`src/rtl/ip_scc.sv`:
```
// rtl/ip_scc.sv - Konami SCC / SCC+ five-channel wavetable sound generator
//
// Ports:
//   clk, n_reset                    clock, asynchronous active-low reset
//   enable                          sound tick strobe; tone counters and mixer advance on it
//   bus_address, bus_write_data     CPU bus address and write data
//   bus_read, bus_write, bus_memory CPU strobes; only memory cycles are decoded
//   bus_read_ready, bus_read_data   read response, one clk after bus_read on a hit
//   scc_bank_en, sccp_bank_en       register window qualifiers from the external mapper
//   sccp_en                         1 = SCC+ layout and independent ch4 wave
//   sound_out                       mixed signed 11-bit sample
//
// Optional feature macro: SCC_WAVE_READ_EN (wave RAM readable; otherwise wave reads return FFh)

module ip_scc (
    input  logic        clk,
    input  logic        n_reset,
    input  logic        enable,
    input  logic [15:0] bus_address,
    output logic        bus_read_ready,
    output logic [7:0]  bus_read_data,
    input  logic [7:0]  bus_write_data,
    input  logic        bus_read,
    input  logic        bus_write,
    input  logic        bus_memory,
    input  logic        scc_bank_en,
    input  logic        sccp_bank_en,
    input  logic        sccp_en,
    output logic [10:0] sound_out
);

    logic [7:0]  wave    [0:4][0:31];
    logic [11:0] period  [0:4];
    logic [11:0] cnt     [0:4];
    logic [4:0]  ptr     [0:4];
    logic [3:0]  volume  [0:4];
    logic [4:0]  ch_en;

    logic        hit;
    logic        is_wave;
    logic        is_reg;
    logic [2:0]  wave_ch;
    logic [4:0]  wave_idx;
    logic [3:0]  reg_sel;
    logic [2:0]  per_ch;
    logic [2:0]  vol_ch;
    logic [7:0]  rd_byte;

    // Address decode; the low byte is mirrored across the whole window.
    always_comb begin
        hit      = bus_memory && (sccp_en ? (sccp_bank_en && bus_address[15:11] == 5'b10111)
                                          : (scc_bank_en  && bus_address[15:11] == 5'b10011));
        wave_idx = bus_address[4:0];
        reg_sel  = bus_address[3:0];
        per_ch   = reg_sel[3:1];
        vol_ch   = 3'(reg_sel - 4'd10);
        if (sccp_en) begin
            is_wave = bus_address[7:0] < 8'hA0;
            is_reg  = bus_address[7:5] == 3'b101;
            wave_ch = bus_address[7:5];
        end else begin
            is_wave = !bus_address[7];
            is_reg  = bus_address[7:5] == 3'b100;
            wave_ch = {1'b0, bus_address[6:5]};
        end
`ifdef SCC_WAVE_READ_EN
        rd_byte = is_wave ? wave[wave_ch][wave_idx] : 8'hFF;
`else
        rd_byte = 8'hFF;
`endif
    end

    // Register file and tone counters share one block so a period write can
    // override the tick update of the same counter on the same edge.
    always_ff @(posedge clk or negedge n_reset) begin
        if (!n_reset) begin
            for (int c = 0; c < 5; c++) begin
                for (int i = 0; i < 32; i++) begin
                    wave[c][i] <= 8'h00;
                end
                period[c] <= 12'h000;
                cnt[c]    <= 12'h000;
                ptr[c]    <= 5'd0;
                volume[c] <= 4'h0;
            end
            ch_en <= 5'b00000;
        end else begin
            if (enable) begin
                for (int c = 0; c < 5; c++) begin
                    // Periods of 8 or less are too fast to be audible; the channel freezes.
                    if (period[c] > 12'd8) begin
                        if (cnt[c] == 12'd0) begin
                            cnt[c] <= period[c];
                            ptr[c] <= ptr[c] + 5'd1;
                        end else begin
                            cnt[c] <= cnt[c] - 12'd1;
                        end
                    end
                end
            end
            if (hit && bus_write) begin
                if (is_wave) begin
                    wave[wave_ch][wave_idx] <= bus_write_data;
                end else if (is_reg) begin
                    if (reg_sel <= 4'd9) begin
                        if (!reg_sel[0]) begin
                            period[per_ch][7:0] <= bus_write_data;
                            cnt[per_ch]         <= {period[per_ch][11:8], bus_write_data};
                        end else begin
                            period[per_ch][11:8] <= bus_write_data[3:0];
                            cnt[per_ch]          <= {bus_write_data[3:0], period[per_ch][7:0]};
                        end
                    end else if (reg_sel <= 4'd14) begin
                        volume[vol_ch] <= bus_write_data[3:0];
                    end else begin
                        ch_en <= bus_write_data[4:0];
                    end
                end
            end
        end
    end

    // Read path samples storage before this edge's write lands, so a
    // simultaneous read and write returns the old byte.
    always_ff @(posedge clk or negedge n_reset) begin
        if (!n_reset) begin
            bus_read_ready <= 1'b0;
            bus_read_data  <= 8'h00;
        end else begin
            bus_read_ready <= hit && bus_read;
            if (hit && bus_read) begin
                bus_read_data <= rd_byte;
            end
        end
    end

    logic [2:0]         src;
    logic [7:0]         samp;
    logic signed [12:0] prod;
    logic [10:0]        mix;

    // In SCC compatible mode ch4 has no RAM of its own and replays the ch3 table.
    always_comb begin
        mix  = 11'd0;
        src  = 3'd0;
        samp = 8'h00;
        prod = 13'sd0;
        for (int c = 0; c < 5; c++) begin
            src  = (c == 4 && !sccp_en) ? 3'd3 : 3'(c);
            samp = wave[src][ptr[c]];
            prod = ch_en[c] ? $signed(samp) * $signed({1'b0, volume[c]}) : 13'sd0;
            mix  = mix + {{2{prod[12]}}, prod[12:4]};
        end
    end

    always_ff @(posedge clk or negedge n_reset) begin
        if (!n_reset) begin
            sound_out <= 11'd0;
        end else if (enable) begin
            sound_out <= mix;
        end
    end

endmodule

```
`config.mk`:
```
export PLATFORM = sky130hd
export DESIGN_NAME = ip_scc
export DESIGN_NICKNAME = d
export VERILOG_FILES = /design/src/rtl/ip_scc.sv
export SDC_FILE = /design/constraint.sdc
export NUM_CORES = 2
export LEC_CHECK = 0
export ABC_AREA = 1
export CAP_MARGIN = 20
export CELL_PAD_IN_SITES_DETAIL_PLACEMENT = 1
export CELL_PAD_IN_SITES_GLOBAL_PLACEMENT = 1
export CORE_AREA = 4 4 406 408
export CTS_CLUSTER_SIZE = 12
export DETAILED_ROUTE_END_ITERATION = 8
export DIE_AREA = 0 0 410 412
export PLACE_DENSITY = 0.88
export REMOVE_ABC_BUFFERS = 1
export SYNTH_ARGS = -nofsm -noshare
export SYNTH_HDL_FRONTEND = slang
export SYNTH_SLANG_ARGS = --single-unit
```
`constraint.sdc`:
```
create_clock -name clk -period 10.5 [get_ports clk]
set_clock_uncertainty 0.2 [all_clocks]
set_input_delay 2.1 -clock clk [delete_from_list [all_inputs] [get_ports clk]]
set_output_delay 2.1 -clock clk [all_outputs]
set_load 0.005 [all_outputs]
```
* Word level (Yosys, flattened, before mapping)
Index checks and enable logic that the tools add are counted.
** Cells by class
- Eq/ne operators :: 4
- Reductions and logical operators :: 24
- Add/subtract/negate cells :: 15
- $mul :: 5
- Muxes and demuxes :: 66
- Bitwise operators :: 13
- $lt $le $gt $ge :: 22
** Operators with widths (count)
- $bwmux W1280 :: 1
- $bmux W256 S3 :: 1
- $demux W256 S3 :: 1
- $mux W256 :: 3
- $mux W60 :: 7
- $bwmux W60 :: 4
- $bmux W8 S5 :: 5
- $mux W12 :: 14
- $demux W12 S3 :: 3
- $mux W8 :: 12
- $mul A8 B5 Y13 :: 5
- $mux W13 :: 5
- $gt A12 B4 Y1 const B :: 5
- $logic_not A12 Y1 :: 5
- $sub A12 B1 Y12 const B :: 5
- $demux W8 S5 :: 1
- $bmux W12 S3 :: 1
- $ge A6 B6 Y1 const B :: 6
- $not A5 Y6 :: 6
- $add A5 B1 Y5 const B :: 5
- $add A11 B11 Y11 :: 2
- $bwmux W20 :: 1
- $ge A4 B4 Y1 const B :: 4
- $not A3 Y4 :: 4
- 20 further kinds :: 43
** Storage, ports and cells
- Register bits :: 1463
- Input port bits :: 33
- Output and inout bits :: 20
- Word-level logic and storage cells :: 333

* Longest topological paths before layout
- Depth after elaboration :: 11
- Depth in mapped cells :: 44
- Mapped depth without buffers :: 42

* Worst setup path after synthesis
OpenSTA, ideal clock, no wires.
- Path type :: input-to-reg
- Start :: input port sccp_en
- End :: register sound_out[10]
- Stages :: 37
- Setup time :: 0.066 ns
- Setup slack :: 1.472 ns
- Buffers on the path :: 4
- Arrival time :: 8.762 ns
- Data required time :: 10.234 ns
- Path through :: inv_2 -> buf_4 -> buf_2 -> buf_2 -> clkbuf_1 -> a21oi_1 -> o311ai_0 -> o2111ai_1 -> nand2_1 -> inv_1 -> nor2_1 -> ha_1 -> fa_1 -> inv_1 -> fa_1 -> inv_1 -> ha_1 -> a21oi_1 -> o21ai_0 -> a221oi_1 -> nand2_1 -> nand3_1 -> nand3_1 -> fa_1 -> fa_1 -> fa_1 -> inv_1 -> ha_1 -> nand2_1 -> nor2_1 -> nand3_1 -> o2111ai_1 -> xor2_1 -> inv_1 -> nand4_1 -> nand3_1 -> nand2_1
** On the way
- Cells in the longest elaborated chain, start to end :: 11
** RTL lines
- start: declaration :: line 28 : input logic sccp_en,
- $mux W3 :: line 149 : src = (c == 4 && !sccp_en) ? 3'd3 : 3'(c);
- $not A3 Y4 (not written as such) :: line 150 : samp = wave[src][ptr[c]];
- $bmux W256 S3 :: line 150
- $mux W256 (not written as such) (2 in a row) :: line 150
- $bmux W8 S5 :: line 150
- $mux W8 (not written as such) (2 in a row) :: line 150
- $mul A8 B5 Y13 :: line 151 : prod = ch_en[c] ? $signed(samp) * $signed({1'b0, volume[c]}) : 13'sd0;
- $mux W13 :: line 151
- $add A11 B11 Y11 :: line 152 : mix = mix + {{2{prod[12]}}, prod[12:4]};
- end signal: assignment :: line 160 : sound_out <= mix;
- end: declaration :: line 29 : output logic [10:0] sound_out
No other way between the ends. The select of a mux whose other input is x is not followed.
A chain may end at the register's enable or synchronous reset.

* Worst setup path in the final report
- Start :: input port sccp_en
- End :: register sound_out[9]
Same word-level chain as after synthesis.

==> flow_summary.yaml <==
yosys:
  synth_area_sq_um: 78500
  yosysWarnings: 0
  yosysSeqAreaShare: 0.4664
  postSynthAreaPerCell_sq_um: 7.942
  yosys.area.top_type: "dfrtp_1"
  synth_seq_cells: 1463
  yosys.area.top_type_share: 0.4664
  yosys_most_used_dff: "dfrtp_1"
  yosys-top-cells-area: "dfrtp_1 (47%), o21ai_0 (12%), nand2_1 (9.5%)"
  async_flop_share: 1.000
  ys_types: 49
  synth_edf_count: 0
  syn_inst: 9883
routing:
  vias: 73610
  drt_iter0_markers: 7292
  drc_errors: 0
  ant_nets: 0
  firstDrtPassIters: 5
  via_per_inst: 6.180
  wl_per_cell_um: 24.48
  drt-total-wl_mm: 291.6
finish:
  stdcell_count: 11910
  areaGrowthSynthToFinish_pct: 9.510
  regArea_sq_um: 36640
  nFillCells: 19460
  multi_input_area_sq_um: 35890
  mostFrequentLayoutCells: "nand2_1 (1985), o21ai_0 (1943), dfrtp_1 (1453), nor2_1 (1096), inv_1 (831)"
  drive_above_1_share: 0.06021
  final_common_cell: "nand2_1"
  final_nets: 9859
critical_path:
  worstPathMaxFanout: 27
  cp-end-kind: "flip-flop"
  arrival_ns: 10.14
  reg2reg_to: "sound_out[9]$_DFFE_PN0P_"
  max_stage_delay_ns: 0.65
  required_ns: 10.95
  r2r-start: "ptr[21]$_DFFE_PN0P_"
  reg2reg_slack_ns: 1.20
  cp_slowest_cell: "o21ai_0"
  crit_top_cell: "o21ai_0"
  worstSetupStartpointType: "input pin"
  ff2ff_path_depth: 34
  path_class: "input pin to flip-flop"
placed_design:
  portBuffers: 49
  placedCellCount: 11590
  globalplace.congestion: 0.9231
  post-dp-hpwl_mm: 183.6
global_routing:
  grt_pass1_vias: 76260
  grt_overflow: 0
  antenna_found_initial: 17
  grt_pass1_wl_mm: 450.7
  grt_max_degree: 181
  grtUsageTotal: 0.3407
sta:
  hold-worst-slack_ns: 0.2783
  rsz0062_at_grt: "no"
  fmax_mhz: 103.2
  timing.final.crit_share: 0.9233
  tns_ns: 0
  setup_viol: 0
  slew_headroom: 0.08888
  fin_crit_ns: 9.695
  hold_viol_final: 0
  worstMarginPinSlew_ns: 1.367
  drv_slew: 0
clock_tree:
  cts_buffers: 164
  cts_resized: 0
  hold_buffers: 0
  htreeDepth: 4
  cts_tree: "yes"
  clk_latency_ns: 0.83
  cts_buffer_depth: 3
  cts_setup_buffers: 0
  clkSinkCount: 1463
  clkSlewWorstSetupHoldPaths_ns: 0.07
  root_buffer: "clkbuf_16"
min_path:
  holdPathEnd: "volume[18]$_DFFE_PN0P_"
  hp-class: "flip-flop to flip-flop"
  hold-path-cell-count: 2
  hp-start: "volume[18]$_DFFE_PN0P_"
die:
  start_util: 0.4856
  dieHeight_um: 412
  die_w_um: 410
  rows: 148
  core_area_sq_um: 161700
  die-area_sq_um: 168900
  ios: 53
outcome:
  outcome: "complete, no violations"
pwr:
  ir_worst_vdd_mv: 0.1855
  leakage_nw: 40.13
  power_density_nw_per_um2: 160.7
flow_run:
  maxCapViolCount: 0
[flip-flops by register name, indices dropped and copies added, names as in the netlist]
register / cells
bus_read_data: 1
bus_read_ready: 1
cnt: 60
ptr: 25
wave: 1280
sound_out: 11
period: 60
ch_en: 5
volume: 20
[metrics by stage]
stage / total power, mW / area, sq um / util / setup slack [ns]
floorplan: 7.081 / 75740 / - / -0.6320
global placement: 7.876 / 80450 / 0.4976 / 0.2691
detailed placement: 7.962 / 80450 / 0.4976 / 0.1447
CTS: 13.83 / 85870 / 0.5312 / 1.002
global route: 14.29 / 85910 / 0.5315 / 0.3007
finish: 13.82 / 85960 / 0.5317 / 0.8054
[metal layers]
metal,track usage,share of wire,vias up
met3,0.07533,0.088,918
met5,0,0.00024,-
met1,0.4308,0.39,37260
met4,0.1919,0.061,10
met2,0.5432,0.46,3270
li1,-,-,32150
[logic make-up after synthesis]
family | synth area share
compound gates | 0.1901
flops | 0.4664
xor+xnor | 0.006137
mux | 0.02040
fa+ha+maj | 0.04858
buf+inv | 0.07745
simple gates | 0.1909
[cells in the mapped netlist (2+ instances only)]
library cell,number
xnor2_1,21
a22o_1,8
nor3_2,4
nor3_1,24
o21ai_0,1943
a221oi_1,4
buf_1,20
buf_2,125
buf_4,21
nor4_1,6
nor2_4,4
nor2_1,1123
o22ai_1,158
o221ai_1,100
inv_2,22
dfrtp_1,1463
o221a_2,2
nand3b_1,5
clkinv_1,23
o2111ai_1,14
a22oi_1,12
clkbuf_1,505
a21boi_0,7
nand2_2,17
inv_1,841
a211oi_1,4
a21oi_1,355
xor2_1,34
ha_1,132
nand4_1,126
o21ai_1,32
nand2_1,1985
mux2i_1,160
nor4_4,2
or2_2,11
o311ai_0,17
nor3_4,30
o211ai_1,85
o32ai_1,3
a31oi_1,12
o31ai_1,6
nand3_1,289
fa_1,108
nor2_2,13
a21o_1,3
[area by class of cell]
| type | instances | share of cell area |
|---|---|---|
| inverter | 886 | 0.03924 |
| antenna | 20 | 0.0005822 |
| multi-input combinational | 6863 | 0.4175 |
| clock buffer | 245 | 0.05680 |
| sequential | 1463 | 0.4262 |
| clock inverter | 51 | 0.006317 |
| tap | 2175 | 0.03166 |
| timing repair buffer | 208 | 0.02173 |
[how the worst max path moves through the flow]
stage | slack, ns | cells after the start | start | end
floorplan | -0.63 | 34 | ptr[20]$_DFFE_PN0P_ | sound_out[9]$_DFFE_PN0P_
global placement | 0.27 | 36 | sccp_en | sound_out[10]$_DFFE_PN0P_
detailed placement | 0.14 | 38 | sccp_en | sound_out[9]$_DFFE_PN0P_
CTS | 1.00 | 38 | sccp_en | sound_out[9]$_DFFE_PN0P_
global route | 0.30 | 40 | sccp_en | sound_out[9]$_DFFE_PN0P_
finish | 0.81 | 38 | sccp_en | sound_out[9]$_DFFE_PN0P_
[critical path, delay by kind of cell]
| family | cells | cell delay [ns] |
|---|---|---|
| buf+inv | 9 | 1.10 |
| simple gates | 6 | 0.65 |
| compound gates | 14 | 2.68 |
| fa+ha+maj | 8 | 3.38 |
| xor+xnor | 1 | 0.18 |
[report_power, final]
group | internal [mW] | switching (mW) | total (mW) | leakage (nW)
clock | 3.41 | 2.48 | 5.89 | 2.69
combinational | 0.583 | 1.52 | 2.10 | 17.8
sequential | 5.71 | 0.112 | 5.82 | 19.6
total | 9.71 | 4.11 | 13.8 | 40.1
Power figures use the tool's default switching activity.
